## config.mk

```make
export PLATFORM = sky130hd
export DESIGN_NAME = obi_rr_arbiter_flat
export DESIGN_NICKNAME = d
export VERILOG_FILES = /design/src/rtl/obi_rr_arbiter_if.sv /design/src/rtl/obi_rr_arbiter.sv /design/src/flat_wrapper.sv
export SDC_FILE = /design/constraint.sdc
export NUM_CORES = 1
export LEC_CHECK = 0
export CAP_MARGIN = 20
export CORE_AREA = 2 2 111 113
export DETAILED_ROUTE_END_ITERATION = 6
export DIE_AREA = 0 0 113 115
export SLEW_MARGIN = 20
export SYNTH_ARGS = -nofsm -noshare
export SYNTH_HDL_FRONTEND = slang
export SYNTH_SLANG_ARGS = --single-unit
```

## constraint.sdc

```tcl
create_clock -name clk -period 1.7 [get_ports clk]
set_input_delay 0.255 -clock clk [delete_from_list [all_inputs] [get_ports clk]]
set_output_delay 0.255 -clock clk [all_outputs]
set_load 0.005 [all_outputs]
```

## src/rtl/obi_rr_arbiter_if.sv

```systemverilog
// Bundle of N requester-side req/gnt/rvalid channels plus the single merged downstream channel.
// Modport slave is the arbiter's view; master is the surrounding system (requesters and memory).
interface obi_rr_arbiter_if #(
  parameter int N_PORTS = 2,
  parameter int ADDR_W  = 32,
  parameter int DATA_W  = 32
);
  localparam int BE_W = DATA_W / 8;

  logic [N_PORTS-1:0]        m_req;
  logic [N_PORTS-1:0]        m_we;
  logic [N_PORTS*BE_W-1:0]   m_be;
  logic [N_PORTS*ADDR_W-1:0] m_addr;
  logic [N_PORTS*DATA_W-1:0] m_wdata;
  logic [N_PORTS-1:0]        m_gnt;
  logic [N_PORTS-1:0]        m_rvalid;
  logic [DATA_W-1:0]         m_rdata;

  logic                      s_req;
  logic                      s_we;
  logic [BE_W-1:0]           s_be;
  logic [ADDR_W-1:0]         s_addr;
  logic [DATA_W-1:0]         s_wdata;
  logic                      s_gnt;
  logic                      s_rvalid;
  logic [DATA_W-1:0]         s_rdata;

  modport slave (
    input  m_req, m_we, m_be, m_addr, m_wdata, s_gnt, s_rvalid, s_rdata,
    output m_gnt, m_rvalid, m_rdata, s_req, s_we, s_be, s_addr, s_wdata
  );

  modport master (
    output m_req, m_we, m_be, m_addr, m_wdata, s_gnt, s_rvalid, s_rdata,
    input  m_gnt, m_rvalid, m_rdata, s_req, s_we, s_be, s_addr, s_wdata
  );
endinterface

```

## src/rtl/obi_rr_arbiter.sv

```systemverilog
// N-to-1 req/gnt/rvalid arbiter (round-robin or fixed priority); zero-cycle grant, responses routed in order.
// Backpressure: a stalled request is locked until s_gnt; s_req is withheld while the ID FIFO is full.
module obi_rr_arbiter #(
  parameter int N_PORTS   = 2,
  parameter int ADDR_W    = 32,
  parameter int DATA_W    = 32,
  parameter int MAX_OUTST = 2,
  parameter int MODE      = 0
) (
  input  logic             clk,
  input  logic             res,
  obi_rr_arbiter_if.slave  bus,
  output logic             err
);
  localparam int BE_W = DATA_W / 8;
  localparam int PW   = (N_PORTS > 1) ? $clog2(N_PORTS) : 1;
  localparam int AW   = (MAX_OUTST > 1) ? $clog2(MAX_OUTST) : 1;
  localparam int CW   = $clog2(MAX_OUTST + 1);

  logic [PW-1:0] rr_ptr;
  logic [PW-1:0] sel_q;
  logic          lock;
  logic [PW-1:0] sel_c;
  logic [PW-1:0] sel;

  logic [PW-1:0] id_mem [MAX_OUTST];
  logic [AW-1:0] wr_ptr;
  logic [AW-1:0] rd_ptr;
  logic [CW-1:0] count;
  logic          full;
  logic          empty;
  logic [PW-1:0] head;

  logic          s_req_c;
  logic          hs;
  logic          pop;
  logic          rsp_ok;

  function automatic logic [PW-1:0] rr_pick(input logic [N_PORTS-1:0] r, input logic [PW-1:0] p);
    logic [PW-1:0] idx;
    rr_pick = '0;
    // Walk backwards so the port closest to the pointer is the last one kept.
    for (int k = N_PORTS - 1; k >= 0; k--) begin
      idx = PW'((int'(p) + k) % N_PORTS);
      if (r[idx]) rr_pick = idx;
    end
  endfunction

  function automatic logic [PW-1:0] fp_pick(input logic [N_PORTS-1:0] r);
    fp_pick = '0;
    for (int k = N_PORTS - 1; k >= 0; k--) begin
      if (r[PW'(k)]) fp_pick = PW'(k);
    end
  endfunction

  function automatic logic [AW-1:0] ptr_inc(input logic [AW-1:0] p);
    ptr_inc = (p == AW'(MAX_OUTST - 1)) ? '0 : p + 1'b1;
  endfunction

  always_comb begin
    sel_c = (MODE == 0) ? rr_pick(bus.m_req, rr_ptr) : fp_pick(bus.m_req);
  end

  assign sel     = lock ? sel_q : sel_c;
  assign full    = (count == CW'(MAX_OUTST));
  assign empty   = (count == '0);
  assign head    = id_mem[rd_ptr];

  // Full gating deliberately ignores a same-cycle pop to keep the grant path short.
  assign s_req_c = res && (|bus.m_req) && !full;
  assign hs      = s_req_c && bus.s_gnt;
  assign pop     = bus.s_rvalid && !empty;
  assign rsp_ok  = res && pop;

  assign bus.s_req   = s_req_c;
  assign bus.m_rdata = bus.s_rdata;

  always_comb begin
    bus.s_we    = bus.m_we[0];
    bus.s_be    = bus.m_be[BE_W-1:0];
    bus.s_addr  = bus.m_addr[ADDR_W-1:0];
    bus.s_wdata = bus.m_wdata[DATA_W-1:0];
    if (s_req_c) begin
      bus.s_we    = bus.m_we[sel];
      bus.s_be    = bus.m_be[int'(sel)*BE_W +: BE_W];
      bus.s_addr  = bus.m_addr[int'(sel)*ADDR_W +: ADDR_W];
      bus.s_wdata = bus.m_wdata[int'(sel)*DATA_W +: DATA_W];
    end
  end

  always_comb begin
    bus.m_gnt    = '0;
    bus.m_rvalid = '0;
    for (int i = 0; i < N_PORTS; i++) begin
      bus.m_gnt[i]    = hs && (sel == PW'(i));
      bus.m_rvalid[i] = rsp_ok && (head == PW'(i));
    end
  end

  always_ff @(posedge clk or negedge res) begin
    if (!res) begin
      rr_ptr <= '0;
      sel_q  <= '0;
      lock   <= 1'b0;
      wr_ptr <= '0;
      rd_ptr <= '0;
      count  <= '0;
      err    <= 1'b0;
    end else begin
      // Hold the stalled choice so downstream address/data stay stable until granted.
      if (hs) begin
        lock <= 1'b0;
        if (MODE == 0) begin
          rr_ptr <= (sel == PW'(N_PORTS - 1)) ? '0 : sel + 1'b1;
        end
      end else if (s_req_c) begin
        lock  <= 1'b1;
        sel_q <= sel;
      end

      if (hs)  wr_ptr <= ptr_inc(wr_ptr);
      if (pop) rd_ptr <= ptr_inc(rd_ptr);

      case ({hs, pop})
        2'b10:   count <= count + 1'b1;
        2'b01:   count <= count - 1'b1;
        default: count <= count;
      endcase

      if (bus.s_rvalid && empty) err <= 1'b1;
    end
  end

  always_ff @(posedge clk) begin
    if (hs) id_mem[wr_ptr] <= sel;
  end
endmodule

```

## src/flat_wrapper.sv

```systemverilog
// flat-port wrapper written by rule: the top's interface ports become plain ports
module obi_rr_arbiter_flat 
#(
  parameter int N_PORTS   = 2,
  parameter int ADDR_W    = 32,
  parameter int DATA_W    = 32,
  parameter int MAX_OUTST = 2,
  parameter int MODE      = 0
)
  (clk, res, err, bus_m_req, bus_m_we, bus_m_be, bus_m_addr, bus_m_wdata, bus_s_gnt, bus_s_rvalid, bus_s_rdata, bus_m_gnt, bus_m_rvalid, bus_m_rdata, bus_s_req, bus_s_we, bus_s_be, bus_s_addr, bus_s_wdata);
  obi_rr_arbiter_if #(.N_PORTS(N_PORTS), .ADDR_W(ADDR_W), .DATA_W(DATA_W)) bus_i ();
  input  logic clk;
  input  logic res;
  output logic err;
  input wire logic [$bits(bus_i.m_req)-1:0] bus_m_req;
  input wire logic [$bits(bus_i.m_we)-1:0] bus_m_we;
  input wire logic [$bits(bus_i.m_be)-1:0] bus_m_be;
  input wire logic [$bits(bus_i.m_addr)-1:0] bus_m_addr;
  input wire logic [$bits(bus_i.m_wdata)-1:0] bus_m_wdata;
  input wire logic [$bits(bus_i.s_gnt)-1:0] bus_s_gnt;
  input wire logic [$bits(bus_i.s_rvalid)-1:0] bus_s_rvalid;
  input wire logic [$bits(bus_i.s_rdata)-1:0] bus_s_rdata;
  output wire logic [$bits(bus_i.m_gnt)-1:0] bus_m_gnt;
  output wire logic [$bits(bus_i.m_rvalid)-1:0] bus_m_rvalid;
  output wire logic [$bits(bus_i.m_rdata)-1:0] bus_m_rdata;
  output wire logic [$bits(bus_i.s_req)-1:0] bus_s_req;
  output wire logic [$bits(bus_i.s_we)-1:0] bus_s_we;
  output wire logic [$bits(bus_i.s_be)-1:0] bus_s_be;
  output wire logic [$bits(bus_i.s_addr)-1:0] bus_s_addr;
  output wire logic [$bits(bus_i.s_wdata)-1:0] bus_s_wdata;
  assign bus_i.m_req = bus_m_req;
  assign bus_i.m_we = bus_m_we;
  assign bus_i.m_be = bus_m_be;
  assign bus_i.m_addr = bus_m_addr;
  assign bus_i.m_wdata = bus_m_wdata;
  assign bus_i.s_gnt = bus_s_gnt;
  assign bus_i.s_rvalid = bus_s_rvalid;
  assign bus_i.s_rdata = bus_s_rdata;
  assign bus_m_gnt = bus_i.m_gnt;
  assign bus_m_rvalid = bus_i.m_rvalid;
  assign bus_m_rdata = bus_i.m_rdata;
  assign bus_s_req = bus_i.s_req;
  assign bus_s_we = bus_i.s_we;
  assign bus_s_be = bus_i.s_be;
  assign bus_s_addr = bus_i.s_addr;
  assign bus_s_wdata = bus_i.s_wdata;
  obi_rr_arbiter #(.N_PORTS(N_PORTS), .ADDR_W(ADDR_W), .DATA_W(DATA_W), .MAX_OUTST(MAX_OUTST), .MODE(MODE)) u_core (.clk(clk), .res(res), .bus(bus_i), .err(err));
endmodule
```

==> metrics.md <==
| Metric | Value |
|---|---|
| Avg Inst Size Synth | 10.9 um2 |
| Core Footprint | 11800 um2 |
| Chip height | 115 um |
| Met3 Use GR | 5.90% |
| Post-CTS Hold Buffers | 0 |
| Bufs on Longest Clock Path | 2 |
| Worst r2r path cells | 11 |
| Layout Nets | 569 |
| Slew Limit Fails | 0 |
| Syn nets | 326 |
| P_leak | 2.13 nW |
| Yosys warns | 0 |
| Final setup vio count | 70 |
| GRT Util Overall | 14.7% |
| Netlist cell types | 24 |
| Die ar. | 13000 um2 |
| DR vias | 2108 |
| Slew HR | 73.6% |
| Die X-Extent | 113 um |
| Crit share post-route | 136% |
| Critical path's most frequent cell | buf_6 |
| Buffers on Ports | 218 |
| Fillers | 1180 |
| Tightest Pin Transition | 0.395 ns |
| Yosys reg bits | 10 |
| Peak VDD IR | 0.764 mV |
| PnR worst setup slack | -0.612 ns |
| Pin count of the biggest net entering global routing | 12 |
| DP Area | 3810 um2 |
| Clock sinks | 10 |
| Area Overhead vs Synth | 196% |
| WL per Instance | 19.7 um |
| Met1 Use GR | 17.9% |
| Final core occ | 40.5% |
| GP Congestion | 0.699 |
| Worst Path Required | 1.44 ns |
| CP endpoint | bus_s_addr[18] |
| Status | complete, but fails checks |
| Hpwl dp | 7630 um |
| Total Power | 0.00395 W |
| Setup crit start kind | register |
| Pwr dens | 825 nW/um2 |
| DRT Pass-1 Iters | 6 |
| Cells after synthesis | 149 |
| Total grt overflow | 0 |
| N_diodes | 0 |
| Slowest-stage cell, CP | dfrtp_1 |
| Met2 Usage GRT | 25.8% |
| Top-level port count | 283 |
| Most frequent cells in the layout | clkdlybuf4s50_1 (141), buf_6 (76), mux2_4 (64) |
| Total of max-cap violations | 0 |
| CP Capture Type | output pin |
| Ratio of cells with drive above 1 in the final layout | 54.2% |
| Finished Cell Area | 4790 um2 |
| FMAX | 432 MHz |
| Initial Utilization | 13.7% |
| H-tree lvl count | 1 |
| Commonest non-fill, non-tap cell in the layout | clkdlybuf4s50_1 |
| 1st-iter DRT viols | 49 |
| CTS Root Cell | clkbuf_16 |
| Setup TNS | -33.89 ns |
| Vias/cell | 3.92 |
| Violated checks | DRC, setup timing |
| Clock Pin Slew Worst Setup and Hold Paths | 0.04 ns |
| Post-Syn Area | 1620 um2 |
| Total wire length | 10600 um |
| WS Path Type | register to output pin |
| Minimum clock period | 2.31 ns |
| Layout Skew | 0.00341 ns |
| Sequential-to-total area share from yosys stat | 16.1% |
| Cell chain of the critical path | nand2b_4 > o21ai_4 > and2_4 > buf_12 > buf_8 > buf_16 > buf_6 > mux2_4 > buf_6 |
| Arrival time worst endpoint | 2.06 ns |
| RR Startpoint | u_core.count[0] |
| Reg2Reg Capture Point | u_core.count[1] |
| Cell Rows | 40 |
| Crit. Startpoint | u_core.lock |
| Hold crit path type | input pin to async pin |
| Vias in the first global route | 2251 |
| RSZ-0062 raised after global routing | true |
| R2R Setup Slk | -0.04 ns |
| Pre-CTS setup slack | -0.964 ns |
| TritonCTS clock tree | yes |
| Initial antenna violation count | 0 |
| Final Hold Viols | 0 |
| Clk_lat worst skew | 0.24 ns |
| Antenna violation net count after detailed routing | 0 |
| Global routing's busiest layer | met2 |
| DRC viols | 20 |
| CTS Buf Count | 3 |
| Crit path max fanout | 6 |
| Worst path max stage delay | 0.39 ns |
| First-pass GRT wire length | 14300 um |
==> synthesized netlist by cell type <==
master     count  area, um2
a21o_1         2       15.0
and2_4         1       8.76
and2b_1        1       7.51
and3_1         2       12.5
buf_4         37        278
buf_6          2       22.5
buf_8          1       15.0
dfrtp_1        8        200
edfxtp_1       2       60.1
ha_1           1       12.5
mux2_2        60        676
mux2_4        10        150
mux2i_1        1       10.0
nand2_1        2       7.51
nand2b_1       1       6.26
nand2b_4       1       13.8
nor2_1         5       18.8
nor2b_1        3       18.8
o2111ai_1      1       8.76
o211a_4        1       17.5
o21a_1         1       7.51
o21ai_2        1       8.76
xnor2_1        3       26.3
xor2_1         2       17.5
==> how the worst min path moves through the flow <==
stage          startpoint               to  slack, ns  depth (start not counted)
2_1_floorplan         res  u_core.count[0]      -0.04                          0
3_3_place_gp   u_core.err       u_core.err       0.44                          1
3_5_place_dp   u_core.err       u_core.err       0.45                          1
4_1_cts               res    u_core.wr_ptr       0.13                          2
5_1_grt               res    u_core.rd_ptr       0.15                          2
6_report              res    u_core.wr_ptr       0.12                          2
==> worst max-delay path: cells and delay by family, from the launching register on <==
family	cells	cell delay, ns
buf+inv	5	0.58
simple gates	2	0.41
flops	1	0.39
mux	1	0.30
compound gates	1	0.14
==> routing by layer <==
metal  part of all wire, %  vias up
met2                    50      139
met3                    13        2
met4                  0.11        0
met1                    37      988
li1                      -      979
met5                     0        -
==> where the power goes <==
part / switching [W] / total [W] / internal, W
Combinational: 0.000994 / 0.00312 / 0.00213
Clock: 0.000104 / 0.000412 / 0.000308
Sequential: 0.0000687 / 0.000416 / 0.000347
==> metrics by stage <==
| stage | instances | hold slack (ns) |
|---|---|---|
| 2_1_floorplan | 149 | -0.0406 |
| 3_3_place_gp | 487 | 0.444 |
| 3_5_place_dp | 487 | 0.453 |
| 4_1_cts | 538 | 0.129 |
| 5_1_grt | 538 | 0.146 |
| 6_report | 538 | 0.123 |
==> sequential cells by signal (all words and copies together) (netlist names) <==
register,cells
u_core.count,2
u_core.err,1
u_core.id_mem,2
u_core.lock,1
u_core.rd_ptr,1
u_core.rr_ptr,1
u_core.sel_q,1
u_core.wr_ptr,1
==> final cells by class <==
type,count,area (um2),area share [%]
clock buffers,3,75.1,1.57
well taps,147,184,3.84
multi-input cells,99,1290,27.0
flip-flops and latches,10,260,5.44
clock inverters,1,3.75,0.0784
repair buffers,278,2970,62.1
==> logic make-up (layout without fill, tap and decap cells) <==
| group | after synthesis | count (layout) | synth area share (%) |
|---|---|---|---|
| buffers and inverters | 40 | 282 | 19.5 |
| adder cells (fa/ha/maj) | 1 | 1 | 0.773 |
| XOR/XNOR | 5 | 5 | 2.71 |
| AO/OA/AOI/OAI | 6 | 6 | 3.56 |
| multiplexers | 71 | 71 | 51.6 |
| AND/OR/NAND/NOR | 16 | 16 | 5.80 |
| flip-flops | 10 | 10 | 16.1 |
==> what timing repair did <==
item	CTS	global route
gates resized for setup	385	50
cloned	8	1
setup endpoints to repair	76	73
pin swaps	3	4
buffers inserted	39	9
(Power assumes the default switching activity.)
